`config.mk`:
```
export PLATFORM = sky130hd
export DESIGN_NAME = spi_txn_sequencer
export DESIGN_NICKNAME = d
export VERILOG_FILES = /design/src/rtl/spi_txn_sequencer.sv
export SDC_FILE = /design/constraint.sdc
export NUM_CORES = 1
export LEC_CHECK = 0
export BUFFER_PORTS_ARGS = -buffer_cell sky130_fd_sc_hd__buf_2
export CAP_MARGIN = 20
export CORE_ASPECT_RATIO = 1.75
export CORE_MARGIN = 4
export CORE_UTILIZATION = 64
export CTS_CLUSTER_DIAMETER = 120
export DETAILED_ROUTE_END_ITERATION = 12
export GPL_TIMING_DRIVEN = 1
export PLACE_DENSITY = 0.93
export SLEW_MARGIN = 20
export SYNTH_ARGS = -nofsm -noshare
export SYNTH_HDL_FRONTEND = slang
export SYNTH_SLANG_ARGS = --single-unit
```
`constraint.sdc`:
```
create_clock -name clk -period 7.3 [get_ports clk]
set_input_delay 0.365 -clock clk [delete_from_list [all_inputs] [get_ports clk]]
set_output_delay 0.365 -clock clk [all_outputs]
set_load 0.05 [all_outputs]
```
`src/rtl/spi_txn_sequencer.sv`:
```
// Byte-stream front end for the SPI master engine: TX/RX byte FIFOs, one master
// launch per byte, an inter-byte gap after each done, and a done-timeout watchdog.
module spi_txn_sequencer #(
    parameter int unsigned DEPTH      = 8,
    parameter int unsigned GAP_CYCLES = 2,
    parameter int unsigned TIMEOUT    = 64
) (
    input  logic                   clk,
    input  logic                   reset,
    input  logic [7:0]             tx_data,
    input  logic                   tx_valid,
    output logic                   tx_ready,
    output logic [7:0]             rx_data,
    output logic                   rx_valid,
    input  logic                   rx_ready,
    output logic                   spi_start,
    output logic [7:0]             spi_tx_byte,
    input  logic [7:0]             spi_rx_byte,
    input  logic                   spi_done,
    output logic                   busy,
    output logic [$clog2(DEPTH):0] tx_level,
    output logic [$clog2(DEPTH):0] rx_level,
    output logic                   err_timeout,
    input  logic                   err_clear
);
    localparam int unsigned AW = $clog2(DEPTH);
    localparam int unsigned LW = AW + 1;
    localparam int unsigned TW = $clog2(TIMEOUT) + 1;
    localparam int unsigned GW = $clog2(GAP_CYCLES + 1) + 1;

    typedef enum logic [1:0] {
        IDLE,
        WAIT_DONE,
        GAP
    } state_t;

    state_t        state, state_next;
    logic [TW-1:0] tmo_cnt, tmo_cnt_next;
    logic [GW-1:0] gap_cnt, gap_cnt_next;
    logic          launch;
    logic          rx_push;
    logic          tmo_fire;

    logic [7:0]    tx_mem [DEPTH];
    logic [AW-1:0] tx_wr_ptr, tx_rd_ptr;
    logic          tx_push;

    logic [7:0]    rx_mem [DEPTH];
    logic [AW-1:0] rx_wr_ptr, rx_rd_ptr;
    logic          rx_pop;

    assign tx_ready = (tx_level != LW'(DEPTH));
    assign tx_push  = tx_valid && tx_ready;
    assign rx_valid = (rx_level != '0);
    assign rx_pop   = rx_ready && rx_valid;
    assign rx_data  = rx_mem[rx_rd_ptr];
    assign busy     = (state != IDLE) || (tx_level != '0);

    // TX FIFO: host writes, launch pops
    always_ff @(posedge clk or posedge reset) begin
        if (reset) begin
            tx_wr_ptr <= '0;
            tx_rd_ptr <= '0;
            tx_level  <= '0;
        end else begin
            if (tx_push) tx_wr_ptr <= tx_wr_ptr + AW'(1);
            if (launch)  tx_rd_ptr <= tx_rd_ptr + AW'(1);
            case ({tx_push, launch})
                2'b10:   tx_level <= tx_level + LW'(1);
                2'b01:   tx_level <= tx_level - LW'(1);
                default: ;
            endcase
        end
    end

    always_ff @(posedge clk) begin
        if (tx_push) tx_mem[tx_wr_ptr] <= tx_data;
    end

    // RX FIFO: done pushes, host pops
    always_ff @(posedge clk or posedge reset) begin
        if (reset) begin
            rx_wr_ptr <= '0;
            rx_rd_ptr <= '0;
            rx_level  <= '0;
        end else begin
            if (rx_push) rx_wr_ptr <= rx_wr_ptr + AW'(1);
            if (rx_pop)  rx_rd_ptr <= rx_rd_ptr + AW'(1);
            case ({rx_push, rx_pop})
                2'b10:   rx_level <= rx_level + LW'(1);
                2'b01:   rx_level <= rx_level - LW'(1);
                default: ;
            endcase
        end
    end

    always_ff @(posedge clk) begin
        if (rx_push) rx_mem[rx_wr_ptr] <= spi_rx_byte;
    end

    always_comb begin
        state_next   = state;
        tmo_cnt_next = tmo_cnt;
        gap_cnt_next = gap_cnt;
        launch       = 1'b0;
        rx_push      = 1'b0;
        tmo_fire     = 1'b0;
        case (state)
            IDLE: begin
                // Holding off while RX is full is what makes RX overflow impossible
                if ((tx_level != '0) && (rx_level < LW'(DEPTH))) begin
                    launch       = 1'b1;
                    tmo_cnt_next = '0;
                    state_next   = WAIT_DONE;
                end
            end
            WAIT_DONE: begin
                if (spi_done) begin
                    rx_push      = 1'b1;
                    gap_cnt_next = '0;
                    state_next   = (GAP_CYCLES > 0) ? GAP : IDLE;
                end else if (tmo_cnt == TW'(TIMEOUT - 1)) begin
                    tmo_fire   = 1'b1;
                    state_next = IDLE;
                end else begin
                    tmo_cnt_next = tmo_cnt + TW'(1);
                end
            end
            GAP: begin
                if (gap_cnt == GW'(GAP_CYCLES - 1)) begin
                    state_next = IDLE;
                end else begin
                    gap_cnt_next = gap_cnt + GW'(1);
                end
            end
            default: state_next = IDLE;
        endcase
    end

    always_ff @(posedge clk or posedge reset) begin
        if (reset) begin
            state       <= IDLE;
            tmo_cnt     <= '0;
            gap_cnt     <= '0;
            spi_start   <= 1'b0;
            spi_tx_byte <= '0;
            err_timeout <= 1'b0;
        end else begin
            state     <= state_next;
            tmo_cnt   <= tmo_cnt_next;
            gap_cnt   <= gap_cnt_next;
            spi_start <= launch;
            if (launch) spi_tx_byte <= tx_mem[tx_rd_ptr];
            // A timeout in the same cycle as err_clear leaves the flag set
            if (tmo_fire) begin
                err_timeout <= 1'b1;
            end else if (err_clear) begin
                err_timeout <= 1'b0;
            end
        end
    end

endmodule
```
==> flow_results.xml <==
<?xml version="1.0" encoding="UTF-8"?>
<metrics>
  <group name="drt">
    <metric name="drt_pre_antenna_iters" unit="">4</metric>
    <metric name="wire_per_inst" unit="um">20.7</metric>
    <metric name="routed_via_density" unit="">6.01</metric>
    <metric name="routed-via-count" unit="">3636</metric>
    <metric name="drt_iter0_drc" unit="">133</metric>
    <metric name="drcViolationCount" unit="">0</metric>
    <metric name="ant_nets" unit="">0</metric>
    <metric name="postRouteWirelength" unit="mm">12.5</metric>
  </group>
  <group name="clocking">
    <metric name="numCtsBuffers" unit="">17</metric>
    <metric name="path_clk_slew" unit="ps">60</metric>
    <metric name="clkLatencyLatePin" unit="ps">420</metric>
    <metric name="root_buffer" unit="">clkbuf_16</metric>
    <metric name="number_of_hold_repair_buffers_added_at_the_cts_stage" unit="">0</metric>
    <metric name="clock_sink_count" unit="">170</metric>
    <metric name="cts_tree" unit="">built</metric>
    <metric name="postCtsResizedCells" unit="">0</metric>
    <metric name="cts-root-to-sink-buffers" unit="">2</metric>
    <metric name="cts_h_tree_depth" unit="">4</metric>
    <metric name="cts.repair_timing.setup_buffer_count" unit="">0</metric>
  </group>
  <group name="grt">
    <metric name="grt_overflow_total" unit="">0</metric>
    <metric name="number_of_antenna_violations_at_the_first_check_in_global_routing" unit="">0</metric>
    <metric name="grt_max_degree" unit="">43</metric>
    <metric name="grt_first_pass_wirelength" unit="mm">20.6</metric>
    <metric name="gr-usage-all-layers" unit="">0.220</metric>
    <metric name="grt_pass1_vias" unit="">3979</metric>
  </group>
  <group name="critical_path">
    <metric name="maximum_fanout_encountered_on_the_critical_timing_path" unit="">20</metric>
    <metric name="worst-endpoint-arrival" unit="ps">3340</metric>
    <metric name="critical_path.startpoint_type" unit="">flip-flop</metric>
    <metric name="setup.worst_path.class" unit="">reg -&gt; reg</metric>
    <metric name="cp.required" unit="ps">7590</metric>
    <metric name="critPathCaptureType" unit="">flip-flop</metric>
  </group>
  <group name="timing">
    <metric name="skew" unit="ps">7.48</metric>
    <metric name="period_minus_slack" unit="ps">3050</metric>
    <metric name="fin_worst_hold_slack" unit="ps">140</metric>
    <metric name="setup_slack" unit="ps">4250</metric>
    <metric name="worst_pin_slew" unit="ps">967</metric>
    <metric name="final-max-slew-violation-count" unit="">0</metric>
    <metric name="max_frequency" unit="MHz">328</metric>
    <metric name="hold_viol" unit="">0</metric>
    <metric name="setup_tns" unit="ps">0</metric>
    <metric name="relSlewSlack" unit="">0.353</metric>
    <metric name="post-route-period-util" unit="">0.417</metric>
    <metric name="finalSetupViolations" unit="">0</metric>
    <metric name="rsz0062_at_grt" unit="">no</metric>
  </group>
  <group name="floorplanning">
    <metric name="floorplan.core_area" unit="mm^2">0.0107</metric>
    <metric name="fp.dieArea" unit="mm^2">0.0127</metric>
    <metric name="start_util" unit="">0.655</metric>
    <metric name="floorplan.io_pins" unit="">51</metric>
    <metric name="die_y" unit="um">146</metric>
    <metric name="core.rowCount" unit="">50</metric>
    <metric name="die_w" unit="um">87.1</metric>
  </group>
  <group name="final_layout">
    <metric name="area.sequential" unit="mm^2">0.00490</metric>
    <metric name="fillerInstances" unit="">639</metric>
    <metric name="drive_gt1_frac" unit="">0.299</metric>
    <metric name="postLayoutCoreUtil" unit="">0.740</metric>
    <metric name="multiInputGateArea" unit="mm^2">0.00198</metric>
    <metric name="final_area" unit="mm^2">0.00792</metric>
    <metric name="nNetsFinal" unit="">498</metric>
    <metric name="area_delta_synth_final" unit="%">13.1</metric>
    <metric name="non_filler_instances" unit="">605</metric>
    <metric name="num_antenna_cells" unit="">0</metric>
  </group>
  <group name="run">
    <metric name="timing.max_cap.violations" unit="">0</metric>
  </group>
  <group name="synth">
    <metric name="synth_area" unit="mm^2">0.00700</metric>
    <metric name="ys_seq_elements" unit="">170</metric>
    <metric name="synth_area_leaders" unit="">edfxtp_1, dfrtp_1, mux4_2</metric>
    <metric name="syn_inst" unit="">406</metric>
    <metric name="synth_top_family_by_area" unit="">multiplexers</metric>
    <metric name="synth-simple-area-share" unit="">0.0691</metric>
    <metric name="muxShareOfSynthArea" unit="">0.138</metric>
    <metric name="library_cell_with_the_largest_summed_area_after_synthesis" unit="">edfxtp_1</metric>
    <metric name="synthAdderAreaFrac" unit="">0.0261</metric>
    <metric name="synth_most_common_cell" unit="">edfxtp_1</metric>
    <metric name="synth.net_count" unit="">442</metric>
    <metric name="async_set_or_reset_flop_fraction_in_the_synthesized_netlist" unit="">0.247</metric>
    <metric name="yosys_most_used_dff" unit="">edfxtp_1</metric>
    <metric name="ys_warn_count" unit="">0</metric>
    <metric name="synth_edf_count" unit="">128</metric>
    <metric name="yosys-top-cells-count" unit="">edfxtp_1, dfrtp_1, mux4_2</metric>
    <metric name="post_synth_num_cell_types" unit="">51</metric>
    <metric name="post_synth.cell_area_avg" unit="um^2">17.2</metric>
    <metric name="seq_area_frac_synth" unit="">0.699</metric>
    <metric name="synth_xor_xnor_area_share" unit="">0.0163</metric>
    <metric name="synth_compound_area_frac" unit="">0.0318</metric>
    <metric name="synth.top_cell.area_share" unit="">0.549</metric>
  </group>
  <group name="pwr">
    <metric name="power_density" unit="mW/mm^2">439</metric>
    <metric name="total_leakage_power" unit="nW">2.93</metric>
    <metric name="peakVddDrop" unit="mV">0.332</metric>
    <metric name="p_total" unit="mW">3.48</metric>
  </group>
  <group name="placed_design">
    <metric name="portBuffers" unit="">50</metric>
    <metric name="gpl.final_weighted_congestion" unit="">0.823</metric>
    <metric name="numPlacedInstances" unit="">573</metric>
    <metric name="placedInstanceArea" unit="mm^2">0.00735</metric>
    <metric name="detailedPlacementHpwl" unit="mm">8.45</metric>
    <metric name="post-place-ws" unit="ps">4170</metric>
  </group>
  <group name="outcome">
    <metric name="run_status" unit="">completed</metric>
  </group>
  <group name="hold_path">
    <metric name="hp-class" unit="">in -&gt; async</metric>
  </group>
</metrics>
[power by group]
part / switching (mW) / internal (mW) / total, mW
sequential: 0.245 / 1.23 / 1.47
clock: 0.368 / 0.476 / 0.844
combinational: 0.692 / 0.470 / 1.16
total: 1.31 / 2.17 / 3.48
[registers in the layout, indices dropped and copies added, names as in the netlist, 4 cells and up]
register and cells:
rx_mem 64, rx_level 4, tmo_cnt 7, tx_level 4, tx_mem 64, spi_tx_byte 8
[cell type report]
cell class                      instances  share of cell area
Multi-Input combinational cell        208               0.250
Sequential cell                       170               0.618
Timing Repair Buffer                   52              0.0335
Tap cell                              130              0.0205
Clock buffer                           17              0.0537
Inverter                               13             0.00616
Clock inverter                         15              0.0177
[path summary, 6_finish.rpt]
path	end	from	slack [ps]	depth (start not counted)
setup / recovery	tx_level[2]	tx_level[0]	4250	10
setup reg to reg	tx_level[2]	tx_level[0]	4250	10
min in group clk	err_timeout	err_clear	140	2
hold reg to reg	spi_tx_byte[4]	spi_tx_byte[4]	490	2
max in group asynchronous	rx_rd_ptr[0]	reset	6500	2
hold / removal	spi_tx_byte[3]	reset	140	2
[critical path, stage by stage, from the launching register on]
cell and delay (ps):
dfrtp_1 450, or4_4 590, nand2_1 470, inv_1 230, ha_1 330, xor2_1 170
ha_1 180, a21oi_1 140, xor2_1 170, nor2_1 70, xor2_1 140
[cell usage in the layout (no fill, tap or decap), drive strengths merged, types with 13 or more instances in the layout]
cell,n
buf,52
clkbuf,17
dfrtp,42
edfxtp,128
ha,13
inv,19
mux2,14
mux4,32
nand2,27
nor2,19
o21ai,17
[per-layer routing]
metal | part of all wire | wire length [um] | track usage | vias up
met5 | 0 | 0 | 0 | -
met1 | 0.36 | 4500 | 0.249 | 1810
met4 | 0.028 | 354 | 0.0975 | 0
met2 | 0.57 | 7160 | 0.390 | 115
li1 | - | - | - | 1682
met3 | 0.040 | 507 | 0.0452 | 29
[logic make-up after synthesis]
| logic type | after synthesis |
|---|---|
| muxes | 55 |
| xor gates and xnor gates | 13 |
| AOI/OAI and AO/OA | 33 |
| and+or+nand+nor | 93 |
| adders and majority gates | 14 |
| DFF | 170 |
| buffers and inverters | 28 |
No activity file was read; power rests on OpenSTA's default activity.
